[src/rtl/key_debounce.sv]
// Four-channel pushbutton debouncer: 2-flop synchronizer plus per-key filter FSM.
// Optional long-press pulse generation is enabled by defining KEY_LONG_PRESS_EN.
`timescale 1ns/1ps

module key_debounce #(
    parameter int DEB_CYCLES  = 1000000,
    parameter int LONG_CYCLES = 50000000
) (
    input  logic       clk,
    input  logic       rst,
    input  logic [3:0] key_in,
    output logic [3:0] key_value,
    output logic [3:0] key_flag,
    output logic [3:0] key_long
);

    typedef enum logic [1:0] {
        HIGH    = 2'd0,
        FILT_DN = 2'd1,
        LOW     = 2'd2,
        FILT_UP = 2'd3
    } state_t;

    localparam int DEB_W = $clog2(DEB_CYCLES + 1);
`ifdef KEY_LONG_PRESS_EN
    localparam int LONG_W = $clog2(LONG_CYCLES + 1);
    localparam int CNT_W  = (DEB_W > LONG_W) ? DEB_W : LONG_W;
    localparam logic [CNT_W-1:0] LONG_LAST = CNT_W'(LONG_CYCLES - 1);
    localparam logic [CNT_W-1:0] LONG_SAT  = CNT_W'(LONG_CYCLES);
`else
    localparam int CNT_W = DEB_W;
`endif
    localparam logic [CNT_W-1:0] DEB_LAST = CNT_W'(DEB_CYCLES - 1);
    localparam logic [CNT_W-1:0] CNT_ONE  = CNT_W'(1);

    // Parameter sanity: the filter needs at least two samples to be meaningful.
    if (DEB_CYCLES < 2 || LONG_CYCLES < 1) begin : g_bad_param
        $error("key_debounce: DEB_CYCLES must be >= 2 and LONG_CYCLES >= 1");
    end

    logic [3:0]       sync1_q, sync1_d;
    logic [3:0]       sync2_q, sync2_d;
    state_t           state_q [4];
    state_t           state_d [4];
    logic [CNT_W-1:0] cnt_q   [4];
    logic [CNT_W-1:0] cnt_d   [4];
    logic [3:0]       key_value_q, key_value_d;
    logic [3:0]       key_flag_q, key_flag_d;
`ifdef KEY_LONG_PRESS_EN
    logic [3:0]       key_long_q, key_long_d;
    logic [3:0]       long_done_q, long_done_d;
`endif

    always_comb begin
        sync1_d     = key_in;
        sync2_d     = sync1_q;
        key_value_d = key_value_q;
        key_flag_d  = 4'b0000;
`ifdef KEY_LONG_PRESS_EN
        key_long_d  = 4'b0000;
        long_done_d = long_done_q;
`endif
        for (int i = 0; i < 4; i++) begin
            state_d[i] = state_q[i];
            cnt_d[i]   = cnt_q[i];
            case (state_q[i])
                HIGH: begin
                    if (!sync2_q[i]) begin
                        state_d[i] = FILT_DN;
                        cnt_d[i]   = CNT_ONE;
                    end else begin
                        cnt_d[i] = '0;
                    end
                end
                FILT_DN: begin
                    if (sync2_q[i]) begin
                        state_d[i] = HIGH;
                        cnt_d[i]   = '0;
                    end else if (cnt_q[i] >= DEB_LAST) begin
                        state_d[i]     = LOW;
                        cnt_d[i]       = '0;
                        key_value_d[i] = 1'b0;
                        key_flag_d[i]  = 1'b1;
                    end else begin
                        cnt_d[i] = cnt_q[i] + CNT_ONE;
                    end
                end
                LOW: begin
                    if (sync2_q[i]) begin
                        state_d[i] = FILT_UP;
                        cnt_d[i]   = CNT_ONE;
                    end else begin
`ifdef KEY_LONG_PRESS_EN
                        // Keep counting the hold time; fire once, then saturate.
                        if (cnt_q[i] < LONG_LAST) begin
                            cnt_d[i] = cnt_q[i] + CNT_ONE;
                        end else if (cnt_q[i] == LONG_LAST) begin
                            cnt_d[i] = LONG_SAT;
                            if (!long_done_q[i]) begin
                                key_long_d[i]  = 1'b1;
                                long_done_d[i] = 1'b1;
                            end
                        end
`else
                        cnt_d[i] = '0;
`endif
                    end
                end
                FILT_UP: begin
                    if (!sync2_q[i]) begin
                        state_d[i] = LOW;
                        cnt_d[i]   = '0;
                    end else if (cnt_q[i] >= DEB_LAST) begin
                        state_d[i]     = HIGH;
                        cnt_d[i]       = '0;
                        key_value_d[i] = 1'b1;
                        key_flag_d[i]  = 1'b1;
`ifdef KEY_LONG_PRESS_EN
                        long_done_d[i] = 1'b0;
`endif
                    end else begin
                        cnt_d[i] = cnt_q[i] + CNT_ONE;
                    end
                end
                default: begin
                    state_d[i] = HIGH;
                    cnt_d[i]   = '0;
                end
            endcase
        end
    end

    always_ff @(posedge clk) begin
        if (rst) begin
            sync1_q     <= 4'b1111;
            sync2_q     <= 4'b1111;
            key_value_q <= 4'b1111;
            key_flag_q  <= 4'b0000;
`ifdef KEY_LONG_PRESS_EN
            key_long_q  <= 4'b0000;
            long_done_q <= 4'b0000;
`endif
            for (int i = 0; i < 4; i++) begin
                state_q[i] <= HIGH;
                cnt_q[i]   <= '0;
            end
        end else begin
            sync1_q     <= sync1_d;
            sync2_q     <= sync2_d;
            key_value_q <= key_value_d;
            key_flag_q  <= key_flag_d;
`ifdef KEY_LONG_PRESS_EN
            key_long_q  <= key_long_d;
            long_done_q <= long_done_d;
`endif
            for (int i = 0; i < 4; i++) begin
                state_q[i] <= state_d[i];
                cnt_q[i]   <= cnt_d[i];
            end
        end
    end

    assign key_value = key_value_q;
    assign key_flag  = key_flag_q;
`ifdef KEY_LONG_PRESS_EN
    assign key_long  = key_long_q;
`else
    assign key_long  = 4'b0000;
`endif

endmodule

[config.mk]
export PLATFORM = sky130hd
export DESIGN_NAME = key_debounce
export DESIGN_NICKNAME = d
export VERILOG_FILES = /design/src/rtl/key_debounce.sv
export SDC_FILE = /design/constraint.sdc
export NUM_CORES = 1
export LEC_CHECK = 0
export CELL_PAD_IN_SITES_DETAIL_PLACEMENT = 1
export CELL_PAD_IN_SITES_GLOBAL_PLACEMENT = 1
export CORE_ASPECT_RATIO = 0.8
export CORE_MARGIN = 2
export CORE_UTILIZATION = 50
export CTS_BUF_LIST = sky130_fd_sc_hd__clkbuf_16
export DETAILED_ROUTE_END_ITERATION = 7
export GPL_ROUTABILITY_DRIVEN = 0
export PLACE_DENSITY = 0.92
export SLEW_MARGIN = 30
export SYNTH_ARGS = -nofsm -noshare
export SYNTH_HDL_FRONTEND = slang
export SYNTH_SLANG_ARGS = --single-unit
[constraint.sdc]
create_clock -name clk -period 4.4 [get_ports clk]
set_input_delay 0.88 -clock clk [delete_from_list [all_inputs] [get_ports clk]]
set_output_delay 0.88 -clock clk [all_outputs]
set_load 0.02 [all_outputs]
==> impl_metrics.tcl <==
set metrics [dict create \
    cts_tree "built" \
    ioPinCount 18 \
    crit_path_end_kind "flip-flop" \
    slew_headroom_pct 55.1 \
    final_layout_size_suffix_gt1_share_pct 5.51 \
    outcome "finished with violations" \
    postRouteAntennaNets 0 \
    timing.final.crit_share_pct 54.9 \
    worstMarginPinSlew_ns 0.665 \
    worstSetupStartpointType "primary input" \
    ys_ff_latch 104 \
    drt-wirelength-per-cell_um 15.3 \
    seq_power_share_pct 50.1 \
    final_hold_viol_count 0 \
    synth_edf_count 0 \
    clock_power_share_pct 38.4 \
    grtUsageTotal_pct 21.8 \
    ys_async_sr_fraction_pct 0 \
    stdcell_count 678 \
    antenna_found_initial 0 \
    ys.flop_type "dfxtp_1" \
    power_switching_mw 0.498 \
    cts_setup_buffers 0 \
    rr_startpoint "cnt_q[3][10]$_SDFF_PP0_" \
    numCtsBuffers 9 \
    finalWirelength_mm 10.4 \
    cp_max_fo 18 \
    holdPathStages 1 \
    placed_cell_area_sq_um 4960 \
    drtPass1Iterations 6 \
    yosysUniqueCellTypes 53 \
    cts_resized 0 \
    period_needed_ns 2.41 \
    die_h_um 91.3 \
    r2r_cells 6 \
    synth_area_per_cell_sq_um 8.71 \
    violations "design-rule violations" \
    r2r_end "cnt_q[3][19]$_SDFF_PP0_" \
    tns_ns 0 \
    hpwl_mm 7.37 \
    slew_violations 0 \
    setup_ws_ns 1.99 \
    cts_hold_buf 0 \
    syn_to_final_growth_pct 9.90 \
    root_buffer "clkbuf_16" \
    worstPathRequired_ns 4.68 \
    fin_worst_skew_ns 0.00711 \
    cts_buffer_depth 2 \
    fp.dieW_um 113 \
    syn_area_sq_um 4760 \
    fillCellCount 1087 \
    vias 3729 \
    synth_seq_area_share_pct 43.7 \
    fin_area_sq_um 5240 \
    hold_path.class "reg2reg" \
    grt_pass1_vias 4013 \
    switching_share_pct 25.0 \
    combPwrFrac_pct 11.5 \
    internal-power_mw 1.50 \
    vdd_drop_max_mv 0.220 \
    insertion_delay_ns 0.35 \
    fin_util_pct 57.2 \
    timing.fmax_mhz 414 \
    cap_violations 0 \
    grt_pass1_wl_mm 18.2 \
    row_count 31 \
    htreeDepth 3 \
    min_to "sync2_q[1]$_SDFF_PP1_" \
    pre_cts_ws_ns 1.62 \
    drtIter0Drc 126 \
    port_buffers 13 \
    worst-setup-path-type "in2reg" \
    rsz0062_at_grt "false" \
    grt_overflow 0 \
    setup_viol 0 \
    rrSetupSlack_ns 2.08 \
    nNetsFinal 582 \
    clkSinkCount 104 \
    num_antenna_cells 0 \
    core_area_sq_um 9150 \
    cts.clk_slew.worst_paths_ns 0.07 \
    grt_start_max_net_pins 21 \
    placed_cells 664 \
    initial_core_util_pct 52.0 \
    power_density_nw_per_um2 381 \
    hp-start "sync1_q[1]$_SDFF_PP1_" \
    vias_per_cell 5.50 \
    arrival_ns 2.70 \
    die-area_sq_um 10300 \
    synth_warnings 0 \
    synth_cells 547 \
    detail_route.drc_violations 4 \
    p_leak_nw 1.76 \
]
metal layers:
layer	track usage, %	part of all wire (%)
met5	0	0
met4	6.40	1.3
met3	6.28	2.7
met2	38.2	50
met1	25.9	46
sequential cells by signal, summed over array words and instances, names as in the netlist, named ones only:
register,cells
state_q,4
sync1_q,4
cnt_q,80
key_flag,4
sync2_q,4
key_value,4
critical path: stages:
cell and delay (ns):
clkdlybuf4s50_1 0.67, buf_4 0.33, nor3_1 0.32, nand2_2 0.29, nor2_1 0.19
power by group through the flow:
stage          combinational [mW]  sequential (mW)  clock (mW)
6_report                    0.230            0.998       0.766
5_1_grt                     0.261             1.00       0.820
4_1_cts                     0.230            0.998       0.785
3_5_place_dp                0.225             1.02           0
3_3_place_gp                0.206             1.02           0
2_1_floorplan               0.179             1.01           0
synth_stat cells, drive strengths merged, types with 6 or more instances:
master	n	area, sq um
dfxtp	104	2080
nor2	102	383
nand2	36	138
xor2	36	315
nand3	30	150
xnor2	28	245
a21oi	20	100
inv	17	63.8
ha	16	200
and3	15	95.1
nor3	13	65.1
o21ai	13	65.1
buf	10	81.3
or2	9	56.3
nand4	8	50.1
or3	8	56.3
nor2b	7	43.8
a211oi	6	45.0
clkbuf	6	22.5
nand2b	6	37.5
through the flow:
| stage | hold WS [ns] | power [mW] |
|---|---|---|
| final | 0.416 | 1.99 |
| after global routing | 0.450 | 2.08 |
| after CTS | 0.420 | 2.01 |
| after floorplan | 0.389 | 1.19 |
| after detailed placement | 0.399 | 1.24 |
| after global placement | 0.391 | 1.22 |
cell usage in the layout (no fill, tap or decap), types with 2 or more instances in the layout:
cell type | Yosys | routed
or4_1 | 2 | 2
ha_1 | 16 | 16
xnor2_1 | 28 | 28
o21ai_0 | 13 | 13
or2_2 | 9 | 9
a211oi_1 | 6 | 6
conb_1 | 1 | 4
buf_4 | 5 | 2
inv_1 | 17 | 18
and4_1 | 5 | 5
mux2i_1 | 4 | 4
or3_1 | 6 | 6
nand2_1 | 35 | 35
nand2b_1 | 6 | 6
clkbuf_16 | 0 | 9
and2_1 | 5 | 5
o21a_1 | 4 | 4
clkdlybuf4s50_1 | 0 | 13
nor2_1 | 102 | 102
o211ai_1 | 5 | 5
dfxtp_1 | 104 | 104
a21boi_0 | 3 | 3
a31oi_1 | 5 | 5
nand3_1 | 30 | 30
o21bai_1 | 5 | 5
nor3_1 | 13 | 13
xor2_1 | 36 | 36
nor2b_1 | 7 | 7
and3_1 | 14 | 14
nand3b_1 | 2 | 2
a21oi_1 | 20 | 20
nand4_1 | 8 | 8
clkinv_1 | 0 | 2
cell families after synthesis:
kind of cell | count (synthesis) | synth area share (%)
AND/OR/NAND/NOR | 252 | 25.5
adder cells (fa/ha/maj) | 16 | 4.20
other | 1 | 0.0787
buffers and inverters | 33 | 3.52
flip-flops | 104 | 43.7
AO/OA/AOI/OAI | 72 | 10.2
XOR/XNOR | 64 | 11.8
multiplexers | 5 | 1.08
how the worst max path moves through the flow:
stage	from	endpoint	slack, ns
global route	rst	cnt_q[2][0]$_SDFF_PP0_	1.84
floorplan	cnt_q[0][11]$_SDFF_PP0_	cnt_q[0][0]$_SDFF_PP0_	2.42
finish	rst	cnt_q[3][19]$_SDFF_PP0_	1.99
CTS	rst	cnt_q[3][6]$_SDFF_PP0_	1.98
detailed placement	rst	cnt_q[3][6]$_SDFF_PP0_	1.62
global placement	rst	cnt_q[2][0]$_SDFF_PP0_	1.76
area by class of cell:
| cell class | count | area (sq um) | area share [%] |
|---|---|---|---|
| multi-input combinational | 413 | 2520 | 48.2 |
| inverter | 17 | 63.8 | 1.22 |
| sequential | 104 | 2080 | 39.8 |
| clock inverter | 5 | 50.0 | 0.956 |
| timing repair buffer | 15 | 145 | 2.77 |
| clock buffer | 9 | 225 | 4.30 |
| tap | 115 | 144 | 2.75 |
No activity file was read; power rests on OpenSTA's default activity.
